**src/rtl/cache_block_transfer_responder.sv**
```systemverilog
// Memory-side block responder for one cache: request slots, writeback and
// fill FIFOs, and a word-serial req/ack port toward external memory.
//
// Ports (clock_i, reset_i synchronous active-low):
//   cache side : req_i req_block_i rw_i add_i write_i data_i read_i
//                ready_req_o ready_write_o ready_read_o data_o err_o
//   memory side: mem_req_o mem_rw_o mem_add_o mem_data_o mem_ack_i mem_data_i
//   optional   : comm_i comm_o (BLOCK_RESPONDER_PERF_EN)
//
// Optional feature macro: BLOCK_RESPONDER_PERF_EN adds 64-bit fetch, flush
// and memory-stall counters readable through comm_i/comm_o.
module cache_block_transfer_responder #(
  parameter int BW_ADDR  = 24,
  parameter int BW_BLOCK = 4
) (
  input  logic               clock_i,
  input  logic               reset_i,
  input  logic               req_i,
  input  logic               req_block_i,
  input  logic               rw_i,
  input  logic [BW_ADDR-1:0] add_i,
  input  logic               write_i,
  input  logic [31:0]        data_i,
  input  logic               read_i,
  output logic               ready_req_o,
  output logic               ready_write_o,
  output logic               ready_read_o,
  output logic [31:0]        data_o,
  output logic               err_o,
  output logic               mem_req_o,
  output logic               mem_rw_o,
  output logic [BW_ADDR-1:0] mem_add_o,
  output logic [31:0]        mem_data_o,
  input  logic               mem_ack_i,
  input  logic [31:0]        mem_data_i
`ifdef BLOCK_RESPONDER_PERF_EN
  ,
  input  logic [31:0]        comm_i,
  output logic [31:0]        comm_o
`endif
);

  localparam int DEPTH = 1 << BW_BLOCK;
  localparam int CW    = BW_BLOCK + 1;
  localparam logic [CW-1:0] FULL = CW'(DEPTH);

  localparam logic [1:0] S_IDLE  = 2'd0;
  localparam logic [1:0] S_FETCH = 2'd1;
  localparam logic [1:0] S_FLUSH = 2'd2;

  logic [1:0]          state_q, state_d;
  logic                rd_valid_q, rd_valid_d;
  logic [BW_ADDR-1:0]  rd_addr_q, rd_addr_d;
  logic                wb_valid_q, wb_valid_d;
  logic [BW_ADDR-1:0]  wb_addr_q, wb_addr_d;
  logic                ready_req_q, ready_req_d;
  logic                err_q, err_d;
  logic                mem_req_q, mem_req_d;
  logic                mem_rw_q, mem_rw_d;
  logic [BW_ADDR-1:0]  mem_add_q, mem_add_d;
  logic [31:0]         mem_data_q, mem_data_d;
  logic [BW_BLOCK-1:0] n_q, n_d;

  logic [CW-1:0]       wb_cnt_q, wb_cnt_d;
  logic [BW_BLOCK-1:0] wb_wptr_q, wb_wptr_d;
  logic [BW_BLOCK-1:0] wb_rptr_q, wb_rptr_d;
  logic [CW-1:0]       fill_cnt_q, fill_cnt_d;
  logic [BW_BLOCK-1:0] fill_wptr_q, fill_wptr_d;
  logic [BW_BLOCK-1:0] fill_rptr_q, fill_rptr_d;

  logic [31:0] wb_mem_q   [DEPTH];
  logic [31:0] fill_mem_q [DEPTH];

  logic req_ok, req_bad;
  logic wb_full, wb_push, wb_bad, wb_pop;
  logic fill_empty, fill_full, fill_push, fill_pop, fill_bad;
  logic mem_done, last;

  // Word address inside the block; the offset wraps, never carrying upward.
  function automatic logic [BW_ADDR-1:0] blk_add(
    input logic [BW_ADDR-1:0]  base,
    input logic [BW_BLOCK-1:0] idx
  );
    blk_add = {base[BW_ADDR-1:BW_BLOCK], base[BW_BLOCK-1:0] + idx};
  endfunction

  assign req_ok     = req_i & ready_req_q & req_block_i;
  assign req_bad    = req_i & (~ready_req_q | ~req_block_i);
  assign wb_full    = wb_cnt_q == FULL;
  assign wb_push    = write_i & ~wb_full;
  assign wb_bad     = write_i & wb_full;
  assign fill_empty = fill_cnt_q == '0;
  assign fill_full  = fill_cnt_q == FULL;
  assign fill_pop   = read_i & ~fill_empty;
  assign fill_bad   = read_i & fill_empty;
  assign mem_done   = mem_req_q & mem_ack_i;
  assign fill_push  = mem_done & (state_q == S_FETCH);
  assign wb_pop     = mem_done & (state_q == S_FLUSH);
  assign last       = n_q == '1;

  always_comb begin
    state_d     = state_q;
    rd_valid_d  = rd_valid_q;
    rd_addr_d   = rd_addr_q;
    wb_valid_d  = wb_valid_q;
    wb_addr_d   = wb_addr_q;
    mem_req_d   = mem_req_q;
    mem_rw_d    = mem_rw_q;
    mem_add_d   = mem_add_q;
    mem_data_d  = mem_data_q;
    n_d         = n_q;
    err_d       = err_q | req_bad | wb_bad | fill_bad;

    wb_wptr_d   = wb_wptr_q + BW_BLOCK'(wb_push);
    wb_rptr_d   = wb_rptr_q + BW_BLOCK'(wb_pop);
    wb_cnt_d    = wb_cnt_q + CW'(wb_push) - CW'(wb_pop);
    fill_wptr_d = fill_wptr_q + BW_BLOCK'(fill_push);
    fill_rptr_d = fill_rptr_q + BW_BLOCK'(fill_pop);
    fill_cnt_d  = fill_cnt_q + CW'(fill_push) - CW'(fill_pop);

    if (req_ok) begin
      if (rw_i) begin
        wb_valid_d = 1'b1;
        wb_addr_d  = add_i;
      end else begin
        rd_valid_d = 1'b1;
        rd_addr_d  = add_i;
      end
    end

    unique case (state_q)
      S_IDLE: begin
        if (rd_valid_q && fill_empty) begin
          state_d = S_FETCH;
          n_d     = '0;
        end else if (wb_valid_q && wb_full) begin
          state_d = S_FLUSH;
          n_d     = '0;
        end
      end
      S_FETCH: begin
        // Low request for one cycle after every ack before the next word.
        if (!mem_req_q) begin
          if (!fill_full) begin
            mem_req_d = 1'b1;
            mem_rw_d  = 1'b0;
            mem_add_d = blk_add(rd_addr_q, n_q);
          end
        end else if (mem_ack_i) begin
          mem_req_d = 1'b0;
          n_d       = n_q + 1'b1;
          if (last) begin
            rd_valid_d = 1'b0;
            state_d    = S_IDLE;
          end
        end
      end
      S_FLUSH: begin
        if (!mem_req_q) begin
          mem_req_d  = 1'b1;
          mem_rw_d   = 1'b1;
          mem_add_d  = blk_add(wb_addr_q, n_q);
          mem_data_d = wb_mem_q[wb_rptr_q];
        end else if (mem_ack_i) begin
          mem_req_d = 1'b0;
          n_d       = n_q + 1'b1;
          if (last) begin
            wb_valid_d = 1'b0;
            state_d    = S_IDLE;
          end
        end
      end
      default: state_d = S_IDLE;
    endcase

    ready_req_d = ~rd_valid_d & ~wb_valid_d;
  end

  always_ff @(posedge clock_i) begin
    if (!reset_i) begin
      state_q     <= S_IDLE;
      rd_valid_q  <= 1'b0;
      rd_addr_q   <= '0;
      wb_valid_q  <= 1'b0;
      wb_addr_q   <= '0;
      ready_req_q <= 1'b1;
      err_q       <= 1'b0;
      mem_req_q   <= 1'b0;
      mem_rw_q    <= 1'b0;
      mem_add_q   <= '0;
      mem_data_q  <= '0;
      n_q         <= '0;
      wb_cnt_q    <= '0;
      wb_wptr_q   <= '0;
      wb_rptr_q   <= '0;
      fill_cnt_q  <= '0;
      fill_wptr_q <= '0;
      fill_rptr_q <= '0;
    end else begin
      state_q     <= state_d;
      rd_valid_q  <= rd_valid_d;
      rd_addr_q   <= rd_addr_d;
      wb_valid_q  <= wb_valid_d;
      wb_addr_q   <= wb_addr_d;
      ready_req_q <= ready_req_d;
      err_q       <= err_d;
      mem_req_q   <= mem_req_d;
      mem_rw_q    <= mem_rw_d;
      mem_add_q   <= mem_add_d;
      mem_data_q  <= mem_data_d;
      n_q         <= n_d;
      wb_cnt_q    <= wb_cnt_d;
      wb_wptr_q   <= wb_wptr_d;
      wb_rptr_q   <= wb_rptr_d;
      fill_cnt_q  <= fill_cnt_d;
      fill_wptr_q <= fill_wptr_d;
      fill_rptr_q <= fill_rptr_d;
    end
  end

  // Storage needs no reset: contents are only visible through the counts.
  always_ff @(posedge clock_i) begin
    if (wb_push) wb_mem_q[wb_wptr_q] <= data_i;
    if (fill_push) fill_mem_q[fill_wptr_q] <= mem_data_i;
  end

  assign ready_req_o   = ready_req_q;
  assign ready_write_o = ~wb_full;
  assign ready_read_o  = ~fill_empty;
  assign data_o        = fill_empty ? '0 : fill_mem_q[fill_rptr_q];
  assign err_o         = err_q;
  assign mem_req_o     = mem_req_q;
  assign mem_rw_o      = mem_rw_q;
  assign mem_add_o     = mem_add_q;
  assign mem_data_o    = mem_data_q;

`ifdef BLOCK_RESPONDER_PERF_EN
  logic [63:0] fetch_cnt_q, flush_cnt_q, stall_cnt_q;
  logic [31:0] comm_q, comm_d;
  logic        unused_comm;

  assign unused_comm = ^comm_i[31:4];

  always_comb begin
    comm_d = '0;
    case (comm_i[3:0])
      4'd0: comm_d = fetch_cnt_q[31:0];
      4'd1: comm_d = fetch_cnt_q[63:32];
      4'd2: comm_d = flush_cnt_q[31:0];
      4'd3: comm_d = flush_cnt_q[63:32];
      4'd4: comm_d = stall_cnt_q[31:0];
      4'd5: comm_d = stall_cnt_q[63:32];
      default: comm_d = '0;
    endcase
  end

  always_ff @(posedge clock_i) begin
    if (!reset_i) begin
      fetch_cnt_q <= '0;
      flush_cnt_q <= '0;
      stall_cnt_q <= '0;
      comm_q      <= '0;
    end else begin
      if (fill_push && last) fetch_cnt_q <= fetch_cnt_q + 64'd1;
      if (wb_pop && last) flush_cnt_q <= flush_cnt_q + 64'd1;
      if (mem_req_q && !mem_ack_i) stall_cnt_q <= stall_cnt_q + 64'd1;
      comm_q <= comm_d;
    end
  end

  assign comm_o = comm_q;
`endif

endmodule

```
**config.mk**
```make
export PLATFORM = sky130hd
export DESIGN_NAME = cache_block_transfer_responder
export DESIGN_NICKNAME = d
export VERILOG_FILES = /design/src/rtl/cache_block_transfer_responder.sv
export SDC_FILE = /design/constraint.sdc
export NUM_CORES = 1
export LEC_CHECK = 0
export ABC_AREA = 0
export CAP_MARGIN = 30
export CORE_UTILIZATION = 59
export CTS_BUF_LIST = sky130_fd_sc_hd__clkbuf_16
export DETAILED_ROUTE_END_ITERATION = 8
export PLACE_DENSITY_LB_ADDON = 0.08
export SLEW_MARGIN = 5
export SYNTH_ARGS = -nofsm -noshare
export SYNTH_HDL_FRONTEND = slang
export SYNTH_SLANG_ARGS = --single-unit
export TNS_END_PERCENT = 20
```
**constraint.sdc**
```tcl
create_clock -name clock_i -period 5.35 [get_ports clock_i]
set_input_delay 1.3375 -clock clock_i [delete_from_list [all_inputs] [get_ports clock_i]]
set_output_delay 1.3375 -clock clock_i [all_outputs]
set_load 0.01 [all_outputs]
```
== Word-level counts from Yosys, hierarchy flattened ==
Memory sizes are Yosys's and may differ from the RTL's. A register that Yosys moved wholly into a read port is not among the register bits.
Index checks and enable logic that the tools add are counted.
Word-level totals
  register bits: 110
  memories kept: 2
  memory bits (writable): 1024
Memories
  fill_mem_q: depth 16, bits a word 32, rd ports 1, clocked after memory_dff 1, wr ports 1, RTL line 72  | logic [31:0] fill_mem_q [DEPTH];
  wb_mem_q: depth 16, bits a word 32, rd ports 1, clocked after memory_dff 1, wr ports 1, RTL line 71  | logic [31:0] wb_mem_q [DEPTH];
Cells by class
  bitwise operators: 23
  eq/ne operators: 12
  muxes and demuxes: 42
  reduce and logical (&&, ||, !) cells: 14
  add/subtract/negate cells: 11
Operators with widths (count)
  two-way mux 24 bit: 3
  case mux 24 bit (2 select lines): 1
  two-way mux 32 bit: 1
  two-way mux 1 bit: 23
  two-way mux 4 bit: 5
  adder 4 x 1 -> 4 bit: 4
  AND reduction 4 bit: 3
  bitwise AND 1 bit: 11
  adder 5 x 1 -> 5 bit: 2
  equality test 5 bit (second input constant): 2
  two-way mux 2 bit: 5
  subtractor 5 x 1 -> 5 bit: 2
  adder 4 bit: 2
  NOT 1 bit: 8
  case mux 4 bit (2 select lines): 1
  != test 2 x 1 -> 1 bit (second input constant): 3
  != test 2 bit (second input constant): 3
  AND reduction 2 bit: 3
  logical NOT 5 bit: 1
  adder 4 x 1 -> 4 bit (second input constant): 1
  equality test 4 bit (second input constant): 1
  bitwise OR 1 bit: 4
  case mux 1 bit (2 select lines): 2
  case mux 2 bit (2 select lines): 1
  8 further kinds: 10

== Longest topological paths before layout ==
  word-level depth: 9
  depth in mapped cells: 13
  depth with buffers taken out: 12

== Worst setup path before layout ==
Ideal clock, no wire load.
  path kind: in2reg
  from: input mem_ack_i
  to: memory fill_mem_q[0][0], enable pin
  stages: 3
  setup slack: 0.824 ns
  arrival time: 4.065 ns
  path buffers: 0
  library setup time: 0.461 ns
  cell sequence: nand3_1 or3_1 nor3_1
On the way
  longest elaborated chain between the ends: 4
RTL lines
  from (decl): RTL line 34  | input logic mem_ack_i,
  bitwise AND 1 bit: RTL line 96  | assign mem_done = mem_req_q & mem_ack_i;
  bitwise AND 1 bit: RTL line 97  | assign fill_push = mem_done & (state_q == S_FETCH);
  two-way mux 1 bit: RTL line 224  | if (fill_push) fill_mem_q[fill_wptr_q] <= mem_data_i;
  two-way mux 1 bit (not written as such): RTL line 224
  to (decl): RTL line 72
Every way passes these cells.

== Worst setup path after layout ==
  from: register fill_cnt_q[3]
  to: output data_o[28]
On the way
  longest elaborated chain between the ends: 2
RTL lines
  from (decl): RTL line 67  | logic [CW-1:0] fill_cnt_q, fill_cnt_d;
  from (signal assigned): RTL line 215  | fill_cnt_q <= fill_cnt_d;
  logical NOT 5 bit: RTL line 92  | assign fill_empty = fill_cnt_q == '0;
  two-way mux 32 bit: RTL line 230  | assign data_o = fill_empty ? '0 : fill_mem_q[fill_rptr_q];
  to (decl): RTL line 28  | output logic [31:0] data_o,
Every way passes these cells.

==> run metrics <==
fill count=4,731; Netlist cell types=51; Final Cell Area=51,700 sq um; Cell Area, Synth=approximately 45,000 sq um; ys async rst share=0; clock slew at reported path FFs=60 ps; CTS tree=done; Crit. End Element=primary output; pin count of the biggest net entering global routing=~120; final setup margin=695 ps; final worst-path cycle share=0.870; CTS H-tree lvls=3; Top FF cell, synth=edfxtp_1; post-route minimum period=4650 ps; Setup WS pre-CTS=1230 ps; critical path class=reg -> out; Final Max Tran Viols=0; number of post-CTS setup repair buffers=0; pwr dens=400 nW/um^2; Die Span X=roughly 280 microns; vias per cell=~6.1; leak pwr=approximately 17 nW; Worst setup SP type=flop; multi-input logic area=around 11,000 sq um; DR DRC count=0; Syn. warnings=0; dpl cell area=48,000 sq um; CTS Sinks=between 1,000 and 1,500; vias in the first global route=between 20,000 and 25,000; RePlAce Congestion=0.774; Die Area=76,600 sq um; Final Hold Vio Count=0; 1st-iter DRT viols=1,707; relative slew slack=0.314; status=finished, final reports clean; Peak VDD IR=0.327 mV; Core ar.=about 75,000 sq um; clk buf depth=3; Hold Slack=approximately 460 ps; Yosys reg bits=1,166; I/O pin total=190; clk_skew=11.3 ps; antenna violations before repair=1; CP Max Fanout=20; maxcap violations=0; min-delay worst type=reg -> reg; setup TNS=0 ps; Rows=100; Syn Area/Cell=20.1 sq um; flip-flop and latch area=33,600 sq um; layout cells sized above 1=0.211; EDFF count, synth=~1,000; IO buf count=189; CTS resizes=0; clock root buffer=clkbuf_16; Routed Antenna Nets=0; WL/cell=26.1 microns; die height=277 microns; Power Total=20.7 mW; Initial Util=0.597; number of CTS-inserted buffers=113; Final nets=about 2,600; Clock Latency Late Sink=660 ps; number of cells produced by synthesis=roughly 2,200; dpl hpwl=52,900 microns; Pre-antenna DRT Iters=5; Worst EP required=4010 ps; WP data arrival=approximately 3300 ps; Global Route Usage Sum=0.245; via count=21,700; WL final=92,500 microns; hold buffers post-CTS=0; syn nets=roughly 2,300; first-pass GRT wire length=between 100,000 and 150,000 microns; maximum clock frequency=215 MHz; synth-to-layout area growth=16.2%; RSZ-0062 raised after global routing=false; Final setup viols=0; Worst-Margin Slew=1030 ps; total grt overflow=0; Seq/Total Area, Yosys=0.755
-- cell usage after synthesis (31+ instances only) --
master	n	area [sq um]
dfxtp_1	142	2840
nor2_1	36	135
mux4_2	256	5770
mux2i_1	120	1200
edfxtp_1	1024	30700
nand2_1	164	616
buf_2	46	230
o211ai_1	31	233
a21boi_0	50	375
a22oi_1	31	233
o22ai_1	34	213
clkbuf_1	55	206
-- stage by stage --
| step | std cells | util |
|---|---|---|
| 6_report | 3542 | 0.694 |
| 4_1_cts | 3537 | 0.693 |
| 2_1_floorplan | 2214 | - |
| 5_1_grt | 3541 | 0.694 |
| 3_3_place_gp | 3322 | 0.643 |
| 3_5_place_dp | 3323 | 0.644 |
-- registers in the layout (all words and copies together) (netlist names) --
signal       cells
mem_add_o       24
rd_valid_q       1
n_q              4
wb_wptr_q        4
fill_mem_q     512
fill_cnt_q       5
fill_rptr_q      4
mem_rw_o         1
mem_data_o      32
err_o            1
wb_mem_q       512
wb_addr_q       24
rd_addr_q       24
fill_wptr_q      4
wb_valid_q       1
wb_cnt_q         5
state_q          2
mem_req_o        1
ready_req_o      1
wb_rptr_q        4
-- critical path, cell delays in order (launching register included) --
cell	delay, ps
dfxtp_1	310
inv_1	80
ha_1	190
nor4b_4	410
or2_2	510
buf_4	390
o22ai_1	230
clkdlybuf4s50_1	540
-- placed cells by master (no fill, tap or decap), types with 4 or more instances in the layout --
master | Yosys | final
edfxtp_1 | 1024 | 1024
mux4_2 | 256 | 256
clkdlybuf4s50_1 | 0 | 188
nand2_1 | 164 | 164
dfxtp_1 | 142 | 137
mux2i_1 | 120 | 120
clkbuf_16 | 0 | 113
buf_4 | 3 | 63
inv_1 | 21 | 53
a21boi_0 | 50 | 50
o22ai_1 | 34 | 34
a22oi_1 | 31 | 31
o211ai_1 | 31 | 31
nor2_4 | 0 | 26
and2_1 | 26 | 26
ha_1 | 27 | 26
clkinv_1 | 0 | 26
o211a_1 | 21 | 21
clkinv_2 | 0 | 15
nand3_1 | 14 | 14
bufinv_16 | 0 | 14
a21oi_1 | 11 | 11
nor2_1 | 36 | 10
xor2_1 | 9 | 9
o21ai_0 | 9 | 9
nor3_2 | 0 | 8
xnor2_1 | 8 | 8
nand2b_1 | 7 | 7
inv_6 | 0 | 7
buf_12 | 0 | 7
dfxtp_4 | 0 | 5
mux2_2 | 4 | 4
or3_1 | 4 | 4
-- where the power goes --
part | leakage (nW) | internal, mW | switching (mW) | total, mW
clock network | 1.92 | 4.51 | 3.26 | 7.77
registers | 10.4 | 10.1 | 0.168 | 10.3
logic | 4.32 | 1.38 | 1.28 | 2.67
-- worst paths after layout --
check           startpoint       endpoint  slack [ps]  cells after the start
min reg2reg  rd_addr_q[17]  rd_addr_q[17]         460                      2
max reg2reg  fill_cnt_q[3]  fill_cnt_q[4]        2280                     12
max          fill_cnt_q[3]     data_o[28]         700                      7
min          rd_addr_q[17]  rd_addr_q[17]         460                      2
-- layout make-up --
class	instances	share of cell area
diodes	2	0.0000967
clock buffers	113	0.0546
clock inverters	101	0.0162
inverters	22	0.00160
multi-input cells	906	0.204
flip-flops and latches	1166	0.650
well taps	969	0.0234
repair buffers	263	0.0502
-- cells by family after synthesis --
family,count (synthesis),synth area share
multiplexers,380,0.158
buffers and inverters,142,0.0135
AO/OA/AOI/OAI,201,0.0337
adder cells (fa/ha/maj),30,0.00894
flip-flops,1166,0.755
AND/OR/NAND/NOR,278,0.0284
XOR/XNOR,17,0.00334
-- metal layers --
layer	part of all wire	GRT usage	up-vias
met5	0	0	-
met4	0.023	0.0728	0
met3	0.050	0.0331	123
met2	0.52	0.421	609
met1	0.41	0.332	11400
li1	-	-	9518
(Power assumes the default switching activity.)
